===== config.mk =====
export PLATFORM = sky130hd
export DESIGN_NAME = wave_reader_flat
export DESIGN_NICKNAME = d
export VERILOG_FILES = /design/src/rtl/wave_reader_if.sv /design/src/rtl/wave_reader.sv /design/src/flat_wrapper.sv
export SDC_FILE = /design/constraint.sdc
export NUM_CORES = 1
export LEC_CHECK = 0
export CAP_MARGIN = 0
export CELL_PAD_IN_SITES_DETAIL_PLACEMENT = 0
export CELL_PAD_IN_SITES_GLOBAL_PLACEMENT = 2
export CORE_ASPECT_RATIO = 0.75
export CORE_MARGIN = 1
export CORE_UTILIZATION = 35
export DETAILED_ROUTE_END_ITERATION = 16
export PLACE_DENSITY_LB_ADDON = 0.1
export SKIP_LAST_GASP = 1
export SLEW_MARGIN = 10
export SYNTH_ARGS = -nofsm -noshare
export SYNTH_HDL_FRONTEND = slang
export SYNTH_SLANG_ARGS = --single-unit

===== constraint.sdc =====
create_clock -name clk -period 5.1 [get_ports clk]
set_clock_uncertainty 0.15 [all_clocks]
set_input_delay 0.51 -clock clk [delete_from_list [all_inputs] [get_ports clk]]
set_output_delay 0.51 -clock clk [all_outputs]
set_load 0.02 [all_outputs]

===== src/rtl/wave_reader_if.sv =====
// wave_reader_if: control, RAM read port and playback outputs of the wave reader.
interface wave_reader_if #(
  parameter int ACC_W  = 16,
  parameter int ADDR_W = 8,
  parameter int DATA_W = 8
);
  logic              enable;
  logic [ACC_W-1:0]  freq_word;
  logic              freq_load;
  logic [ADDR_W-1:0] address;
  logic [DATA_W-1:0] data;
  logic [DATA_W-1:0] sample;
  logic              sample_valid;
  logic              wrap;
  logic              busy;
  modport master (
    output enable, freq_word, freq_load, data,
    input  address, sample, sample_valid, wrap, busy
  );
  modport slave (
    input  enable, freq_word, freq_load, data,
    output address, sample, sample_valid, wrap, busy
  );
endinterface


===== src/rtl/wave_reader.sv =====
// wave_reader: phase-accumulator waveform RAM reader with graceful stop at the next carry.
module wave_reader #(
  parameter int ACC_W  = 16,
  parameter int ADDR_W = 8,
  parameter int DATA_W = 8
) (
  input logic        clk,
  input logic        rst,
  wave_reader_if.slave bus
);
  typedef enum logic [1:0] {IDLE, RUN, STOPPING} state_t;
  state_t            state_q, state_d;
  logic [ACC_W-1:0]  phase_q, phase_d, freq_q;
  logic [ACC_W:0]    sum;
  logic              carry;
  logic [DATA_W-1:0] sample_q;
  logic              valid_q, wrap_q, busy;
  assign sum   = {1'b0, phase_q} + {1'b0, freq_q};
  assign carry = sum[ACC_W];
  always_ff @(posedge clk or negedge rst) begin
    if (!rst) state_q <= IDLE;
    else      state_q <= state_d;
  end
  // STOPPING finishes on the carry edge, or at once when the stride is zero
  always_comb begin
    state_d = state_q == IDLE ? (bus.enable ? RUN : IDLE)
            : bus.enable      ? RUN
            : state_q == RUN  ? STOPPING
            : (carry || freq_q == '0) ? IDLE : STOPPING;
    phase_d = (state_q == IDLE || state_d == IDLE) ? '0 : sum[ACC_W-1:0];
  end
  always_ff @(posedge clk or negedge rst) begin
    if (!rst) begin
      phase_q  <= '0;
      freq_q   <= '0;
      sample_q <= '0;
      valid_q  <= 1'b0;
      wrap_q   <= 1'b0;
    end else begin
      phase_q <= phase_d;
      if (bus.freq_load) freq_q <= bus.freq_word;
      wrap_q  <= state_q != IDLE && carry;
      valid_q <= state_d != IDLE;
      if (state_d != IDLE) sample_q <= bus.data;
    end
  end
  always_comb begin
    busy = state_q != IDLE;
  end
  assign bus.address      = phase_q[ACC_W-1 -: ADDR_W];
  assign bus.sample       = sample_q;
  assign bus.sample_valid = valid_q;
  assign bus.wrap         = wrap_q;
  assign bus.busy         = busy;
endmodule


===== src/flat_wrapper.sv =====
// flat-port wrapper written by rule: the top's interface ports become plain ports
module wave_reader_flat 
#(
  parameter int ACC_W  = 16,
  parameter int ADDR_W = 8,
  parameter int DATA_W = 8
)
  (clk, rst, bus_enable, bus_freq_word, bus_freq_load, bus_data, bus_address, bus_sample, bus_sample_valid, bus_wrap, bus_busy);
  wave_reader_if #(.ACC_W(ACC_W), .ADDR_W(ADDR_W), .DATA_W(DATA_W)) bus_i ();
  input logic clk;
  input logic rst;
  input wire logic [$bits(bus_i.enable)-1:0] bus_enable;
  input wire logic [$bits(bus_i.freq_word)-1:0] bus_freq_word;
  input wire logic [$bits(bus_i.freq_load)-1:0] bus_freq_load;
  input wire logic [$bits(bus_i.data)-1:0] bus_data;
  output wire logic [$bits(bus_i.address)-1:0] bus_address;
  output wire logic [$bits(bus_i.sample)-1:0] bus_sample;
  output wire logic [$bits(bus_i.sample_valid)-1:0] bus_sample_valid;
  output wire logic [$bits(bus_i.wrap)-1:0] bus_wrap;
  output wire logic [$bits(bus_i.busy)-1:0] bus_busy;
  assign bus_i.enable = bus_enable;
  assign bus_i.freq_word = bus_freq_word;
  assign bus_i.freq_load = bus_freq_load;
  assign bus_i.data = bus_data;
  assign bus_address = bus_i.address;
  assign bus_sample = bus_i.sample;
  assign bus_sample_valid = bus_i.sample_valid;
  assign bus_wrap = bus_i.wrap;
  assign bus_busy = bus_i.busy;
  wave_reader #(.ACC_W(ACC_W), .ADDR_W(ADDR_W), .DATA_W(DATA_W)) u_core (.clk(clk), .rst(rst), .bus(bus_i));
endmodule

# --- Yosys cells after proc, flatten, opt, wreduce, memory -nomap -nowiden ---
# Index checks and enable logic that the tools add are counted.
word_totals:
  in_bits: 28
  out_inout_bits: 19
  word_cells: 22
  ff_bits: 44
classes:
  add_sub_neg: 1
  reduce_logical: 8
  n_mux: 6
  eq_ne: 1
ops:
  columns: ["cell", "count"]
  rows:
  - ["$add A16 B16 Y17", 1]
  - ["$logic_not A16 Y1", 1]
  - ["$mux W16", 1]
  - ["$mux W2", 4]
  - ["$logic_not A2 Y1", 2]
  - ["$reduce_bool A2 Y1", 2]
  - ["$eq A2 B1 Y1 const B", 1]
  - ["$logic_or A1 B1 Y1", 2]
  - ["$logic_and A1 B1 Y1", 1]
  - ["$mux W1", 1]

# --- Longest topological paths before layout ---
# Gate-level depths: netlist (run 1).
logic_depth:
  ltp_word: 9
  ltp_mapped: 10

# --- Worst setup path before layout (run 1) ---
# OpenSTA, ideal clock, no wires.
synth_timing:
  path_kind: "register to register"
  start: "register u_core.freq_q[0]"
  end: "register u_core.sample_q[0] (netlist: u_core.bus.sample[0])"
  arrival_ns: 2.526
  stages_incl_launch_ff: 10
  path_slack_ns: 2.299
  n_path_buf: 0
  synth_period_minus_slack_ns: 2.801
  path_cell_list: "dfrtp_1 > ha_1 > inv_1 > fa_1 > nand2b_1 > a211oi_2 > nor2_1 > o31a_1 > a211oi_4 > mux2_2"
synth_between:
  elab_chain_cells: 7
  word_cells_on_any_way: 8
  classes_between: "1 x add/sub; 4 x mux; 3 x reduce/logical"
synth_lines:
  columns: ["element", "line_no", "text"]
  rows:
  - ["start: declaration", "wave_reader.sv:13", "logic [ACC_W-1:0] phase_q, phase_d, freq_q;"]
  - ["start signal: assignment", "wave_reader.sv:41", "if (bus.freq_load) freq_q <= bus.freq_word;"]
  - ["$add A16 B16 Y17 / $logic_not A16 Y1 (equally long branches)", "wave_reader.sv:18, wave_reader.sv:29", null]
  - ["$logic_or A1 B1 Y1 *", "wave_reader.sv:29", ": (carry || freq_q == '0) ? IDLE : STOPPING;"]
  - ["$mux W2 *", "wave_reader.sv:29", null]
  - ["$mux W2 *", "wave_reader.sv:28", ": state_q == RUN ? STOPPING"]
  - ["$mux W2 *", "wave_reader.sv:27", ": bus.enable ? RUN"]
  - ["$mux W2 *", "wave_reader.sv:26", "state_d = state_q == IDLE ? (bus.enable ? RUN : IDLE)"]
  - ["$reduce_bool A2 Y1 *", "wave_reader.sv:44", "if (state_d != IDLE) sample_q <= bus.data;"]
  - ["end signal: assignment", "wave_reader.sv:44", null]
  - ["end: declaration", "wave_reader.sv:16", "logic [DATA_W-1:0] sample_q;"]
# Every way passes the cells marked *; elsewhere a longest branch is shown, timed or not.
# A chain may end at the register's enable or synchronous reset.

# --- Worst setup path in the final report (run 1) ---
layout_timing:
  start: "register u_core.freq_q[0]"
  end: "register u_core.sample_q[1] (netlist: u_core.bus.sample[1])"
# The elaborated chain is that of the path after synthesis.

==> results.ini, run 1 <==
[worst_setup_path]
rrSetupSlack_ns = 2.01
critPathArrivalTime_ns = 3.12
cp_slowest_stage_delay_ns = 0.50
r2r_cells = 9
timing.rr.start = u_core.freq_q[0]
start_kind = flop
r2r-end = u_core.bus.sample[1]
worst_setup_path_end_kind = flop
crit_buf_inv = 1
cp.required_ns = 5.13
cp_top_family = compound AO/OA/AOI/OAI gates
crit_path_max_fanout = 9
cpMaxStageDelayCell = a211oi_4
crit_chain = ha_1 -> inv_1 -> fa_1 -> nand2b_1 -> a211oi_2 -> nor2_1 -> o31a_1 -> a211oi_4 -> mux2_2
crit_type = flop to flop

[clock_network]
ctsHoldBuffers = 0
numCtsBuffers = 5
cts_tree = built
clk_latency_ns = 0.29
root_buffer = clkbuf_8
clkTransAtPathRegs_ns = 0.08
cts_num_sinks = 44
cts_resized = 0
post-cts-setup-buffer-count = 0
htree_num_levels = 2
cts.path.max_buffers = 2

[sta]
rsz0062_at_grt = no
final.setup.worst_slack_ns = 2.01
whs_ns = 0.229
tightest_slew_ns = 1.00
fmax_ghz = 0.324
timing.final.crit_share = 0.606
slew_violations = 0
finalSetupViolCount = 0
finalHoldViolCount = 0
slew_headroom = 0.334
min_period_ns = 3.09
tns_ns = 0

[synth]
synth_edf_count = 0
async_reset_ff_frac = 1.00
ys_top_cells_by_area = dfrtp_1 46%, mux2_2 11%, ha_1 8.4%
ys_seq_area_frac = 0.461
ys.flop_type = dfrtp_1
ys_ff_latch = 44
yosys.area.top_type = dfrtp_1
avgSynthCellArea_sq_um = 10.8
synth_nets = 267
synth_top_area_frac = 0.461
synthCells = 222
syn_area_sq_mm = 0.00239
yosysWarnings = 0
yosysUniqueCellTypes = 39

[final_layout]
fin_util = 0.460
stdcell_area_sq_mm = 0.00297
drive_gt1_frac = 0.136
antennaDiodeCount = 0
nets = 308
syn2layout_area_growth_pct = 24.1
stdcell_count = 345

[global_route]
use_met2 = 0.212
grt_pass1_wl_um = 8510
met1_usage = 0.232
antenna_found_initial = 0
top_usage_layer = met1
first_global_vias = 1687
use_met3 = 0.0428
grt_max_degree = 45
grt_use_total = 0.153
overflow = 0

[drt]
drc = 0
first_pass_iters = 4
drt_wl_total_um = 5060
vias = 1716
via_per_inst = 4.97
wire_per_inst_um = 14.7
drtIter0Drc = 47
ant_nets = 0

[placed_design]
placed_cell_area_sq_mm = 0.00287
dp_cells = 337
post-dp-hpwl_um = 3750
gp_congestion = 0.744
pre_cts_ws_ns = 2.01
io_buffers = 46

[die]
die_w_um = 97.4
start_util = 0.371
core_area_sq_mm = 0.00644
die_h_um = 73.6
die_area_sq_mm = 0.00717
rows = 25
io-pin-count = 47

[power_and_ir_drop]
p_total_mw = 1.49
p_leak_nw = 1.26
p_per_area_mw_per_mm2 = 501
irDropWorstVdd_mv = 0.163

[run_status]
status = completed

[run]
drv_cap = 0

[min_path]
hold_path.class = input pin to asynchronous set/reset pin

-- cell families after synthesis --
group	share of synthesized area
AND/OR/NAND/NOR	0.117
XOR/XNOR	0.0293
AO/OA/AOI/OAI	0.142
buffers and inverters	0.0497
adder cells (fa/ha/maj)	0.0921
multiplexers	0.108
flip-flops	0.461
-- sequential cells by signal (all words and copies together) (netlist names) --
name,flops
u_core.state_q,2
u_core.freq_q,16
u_core.bus.wrap,1
u_core.phase_q,16
u_core.bus.sample,8
u_core.bus.sample_valid,1
-- cells in the final DEF (no fill, tap or decap), types with 4 or more instances in the layout --
master           synthesis  layout
a21o_1                   5       5
a21oi_1                 11      11
a31oi_1                  4       4
clkbuf_8                 0       6
clkdlybuf4s50_1          0      45
dfrtp_1                 44      44
ha_1                    16      16
inv_1                   10      10
mux2_2                  23      23
nand2_1                  6       6
nand3_1                  5       5
nor2_1                  20      20
nor3_1                   8       8
nor4_1                   5       5
o21a_1                   5       5
o21ai_0                  9       9
xnor2_1                  6       6
-- routing by layer --
metal | part of all wire | up-vias
met5 | 0 | -
met4 | 0.0067 | 0
met3 | 0.071 | 5
met2 | 0.37 | 52
met1 | 0.55 | 785
li1 | - | 874
-- cell usage after synthesis (2+ instances only) --
library cell / n
a21o_1: 5
xor2_1: 2
a31oi_1: 4
o211ai_1: 3
ha_1: 16
dfrtp_1: 44
xnor2_1: 6
nor2b_1: 3
mux2_2: 23
nor2_1: 20
inv_1: 10
nand2_1: 6
o21a_1: 5
clkbuf_1: 2
and3_1: 3
o21ai_0: 9
nor3_1: 8
a21oi_1: 11
nand2b_1: 3
buf_4: 8
nand4_1: 2
o21ai_1: 3
buf_2: 2
nand3_1: 5
nor4_1: 5
-- worst reg2reg max path: cells and delay by family (launching register included) --
family                     cells  cell delay [ns]
AOI/OAI and AO/OA              3             1.13
adders and majority gates      2             0.57
buffers and inverters          1             0.05
muxes                          1             0.39
DFF                            1             0.38
and+or+nand+nor                2             0.30
-- how the worst max path moves through the flow --
stage / start / endpoint / slack [ns] / cells after the start
after floorplan: u_core.freq_q[0] / u_core.bus.sample[0] / 2.30 / 9
after global placement: u_core.freq_q[0] / u_core.bus.sample[6] / 2.06 / 9
after detailed placement: u_core.freq_q[0] / u_core.bus.sample[1] / 2.01 / 9
after CTS: u_core.freq_q[0] / u_core.bus.sample[1] / 1.99 / 9
after global routing: u_core.freq_q[0] / u_core.bus.sample[1] / 1.78 / 9
final: u_core.freq_q[0] / u_core.bus.sample[1] / 2.01 / 9
-- report_power, final --
| group | internal, mW | switching [mW] | leakage, nW |
|---|---|---|---|
| sequential | 0.437 | 0.0490 | 0.530 |
| combinational | 0.356 | 0.419 | 0.688 |
| clock | 0.110 | 0.116 | 0.0445 |
-- area by class of cell --
cell class	instances	area (sq um)
fillers	635	3480
multi-input cells	155	1170
flip-flops and latches	44	1100
repair buffers	47	463
well taps	81	101
clock buffers	7	86.3
inverters	10	37.5
clock inverters	1	7.51
Power figures use the tool's default switching activity.
==> run 2: changes to the inputs <==
CORE_UTILIZATION = 30   (was 35)
clock period = 2.65 ns   (was 5.1 ns; I/O delays follow)
==> run 2 against run 1 <==
Clock power grew to 2.7 times the previous value; via count is 5.3% higher; total power is 120% higher; first-iteration DRC count is 38% higher; critical path depth is 1 higher; critical path type unchanged; the run now ends with negative setup slack left; combinational power is 130% higher; critical endpoint is now u_core.bus.sample[0]; utilization is 2.1 points lower.
==> results.ini, run 2 (synthesis gave the netlist of run 1 again) <==
[sta]
finalHoldViolCount = 0  ; unchanged
min_period_ns = 2.72  ; -0.364 ns
slew_headroom = 0.665  ; +0.332
tns_ns = -0.500  ; -0.500 ns
fmax_ghz = 0.367  ; +13%
whs_ns = 0.285  ; +0.0561 ns
final.setup.worst_slack_ns = -0.0742  ; -2.09 ns
timing.final.crit_share = 1.03  ; +0.422
rsz0062_at_grt = yes
slew_violations = 0  ; unchanged
tightest_slew_ns = 0.498  ; -0.502 ns
finalSetupViolCount = 8  ; +8

[power_and_ir_drop]
p_clk_frac = 0.181  ; +0.029
swShare = 0.370  ; -0.0223
p_seq_frac = 0.283  ; -0.044
p_total_mw = 3.31  ; +120%
irDropWorstVdd_mv = 0.456  ; +180%
p_per_area_mw_per_mm2 = 1000  ; +100%
p_int_mw = 2.09  ; +130%
p_comb_frac = 0.536  ; +0.015
p_leak_nw = 1.43  ; +14%
power_switching_mw = 1.23  ; +110%

[worst_setup_path]
crit_chain = ha_2 -> inv_1 -> fa_2 -> nand2b_4 -> a211oi_4 -> nor2_2 -> o31a_1 -> a211oi_4 -> buf_12 -> mux2_2
cp.required_ns = 2.68  ; -2.45 ns
cp_slowest_stage_delay_ns = 0.36  ; -0.14 ns
cpMaxStageDelayCell = dfrtp_1
crit_type = flop to flop
crit_top_cell = a211oi_4
critPathArrivalTime_ns = 2.76  ; -0.36 ns
start_kind = flop
crit_path_max_fanout = 9  ; unchanged
worst_setup_path_end_kind = flop

[run]
drv_cap = 0  ; unchanged

[drt]
via_per_inst = 4.65  ; -6.6%
drc = 0  ; unchanged
ant_nets = 0  ; unchanged
wire_per_inst_um = 14.8  ; +1.1%
first_pass_iters = 4  ; unchanged
drt_wl_total_um = 5770  ; +14%
vias = 1807  ; +5.3%
drtIter0Drc = 65  ; +38%

[final_layout]
drive_gt1_frac = 0.233  ; +0.0963
syn2layout_area_growth_pct = 38.4
mostFrequentLayoutCell = clkdlybuf4s50_1
stdcell_count = 389  ; +13%
nets = 333  ; +8.1%
antennaDiodeCount = 0  ; unchanged
stdcell_area_sq_mm = 0.00331  ; +11%
fin_util = 0.439  ; -0.0214
final_cell_mix = 45 x clkdlybuf4s50_1, 44 x dfrtp_1, 22 x mux2_2, 22 x buf_4, 19 x nor2_1

[die]
rows = 27  ; +8.0%
die_w_um = 105  ; +7.8%
core_area_sq_mm = 0.00753  ; +17%
die_area_sq_mm = 0.00833  ; +16%
die_h_um = 79.3  ; +7.8%
io-pin-count = 47  ; unchanged
start_util = 0.317  ; -0.0537

[clock_network]
root_buffer = clkbuf_8
cts_num_sinks = 44  ; unchanged
cts_tree = built
numCtsBuffers = 5  ; unchanged
clk_latency_ns = 0.30  ; about the same
clkTransAtPathRegs_ns = 0.09  ; about the same
htree_num_levels = 2  ; unchanged
cts.path.max_buffers = 2  ; unchanged

[min_path]
hold_path.class = input pin to asynchronous set/reset pin

[placed_design]
post-dp-hpwl_um = 4350  ; +16%
gp_congestion = 0.753  ; +1.3%
io_buffers = 46  ; unchanged
placed_cell_area_sq_mm = 0.00310  ; +8.0%
dp_cells = 379  ; +12%
pre_cts_ws_ns = -0.0848  ; -2.10 ns

[global_route]
grt_use_total = 0.147  ; -0.00632
first_global_vias = 1834  ; +8.7%
grt_pass1_wl_um = 9330  ; +9.7%
antenna_found_initial = 0  ; unchanged
overflow = 0  ; unchanged
grt_max_degree = 28  ; -38%

[run_status]
status = finished, violations left
violations = negative setup slack

run 2: cell count changes in the layout (fill, tap and decap cells not counted), sizes merged:
cell and delta:
clkbuf -1, dlygate4sd3 +1, buf +23, bufinv +2, clkinvlp -1
run 2: worst paths after layout:
check | depth (start not counted) | slack [ns] | endpoint | from
worst min register to register | 1 | 0.36 | u_core.bus.sample[7] | u_core.bus.sample[7]
max in group asynchronous | 3 | 1.36 | u_core.freq_q[10] | rst
worst min-delay path | 2 | 0.29 | u_core.freq_q[15] | rst
worst max register to register | 10 | -0.07 | u_core.bus.sample[0] | u_core.freq_q[0]
min in group clk | 1 | 0.36 | u_core.bus.sample[7] | u_core.bus.sample[7]
worst max-delay path | 10 | -0.07 | u_core.bus.sample[0] | u_core.freq_q[0]
run 2: repair_timing:
action | 4_1_cts | 5_1_grt
buffers inserted | 1 | 0
hold buffers | 1 | 0
pin swaps | 1 | 2
endpoints found under the setup margin | 11 | 24
hold endpoints to repair | 17 | 0
resized for setup | 0 | 7
gates cloned | 0 | 1
run 2: layer usage:
layer  GRT usage  wire length [um]
met5           0                 0
met2       0.201              2230
met3      0.0369               279
met4      0.0296                34
met1       0.227              3220
run 2: power groups by stage:
stage / registers [mW] / clock network [mW] / logic, mW
floorplan: 0.956 / 0 / 1.12
global placement: 0.951 / 0 / 1.71
detailed placement: 0.952 / 0 / 1.71
CTS: 0.941 / 0.620 / 1.72
global route: 0.961 / 0.656 / 1.96
finish: 0.936 / 0.600 / 1.78
run 2: layout make-up:
type,instances,area (sq um)
Fill cell,724,4230
Multi-Input combinational cell,155,1220
Sequential cell,44,1100
Timing Repair Buffer,72,696
Tap cell,101,126
Clock buffer,5,68.8
Clock inverter,2,60.1
Inverter,10,37.5
run 2: critical path, delay by kind of cell (launching register included):
kind                       cells  cell delay (ns)
buffers and inverters          2             0.21
and+or+nand+nor                2             0.24
muxes                          1             0.33
adders and majority gates      2             0.54
DFF                            1             0.36
AOI/OAI and AO/OA              3             0.78
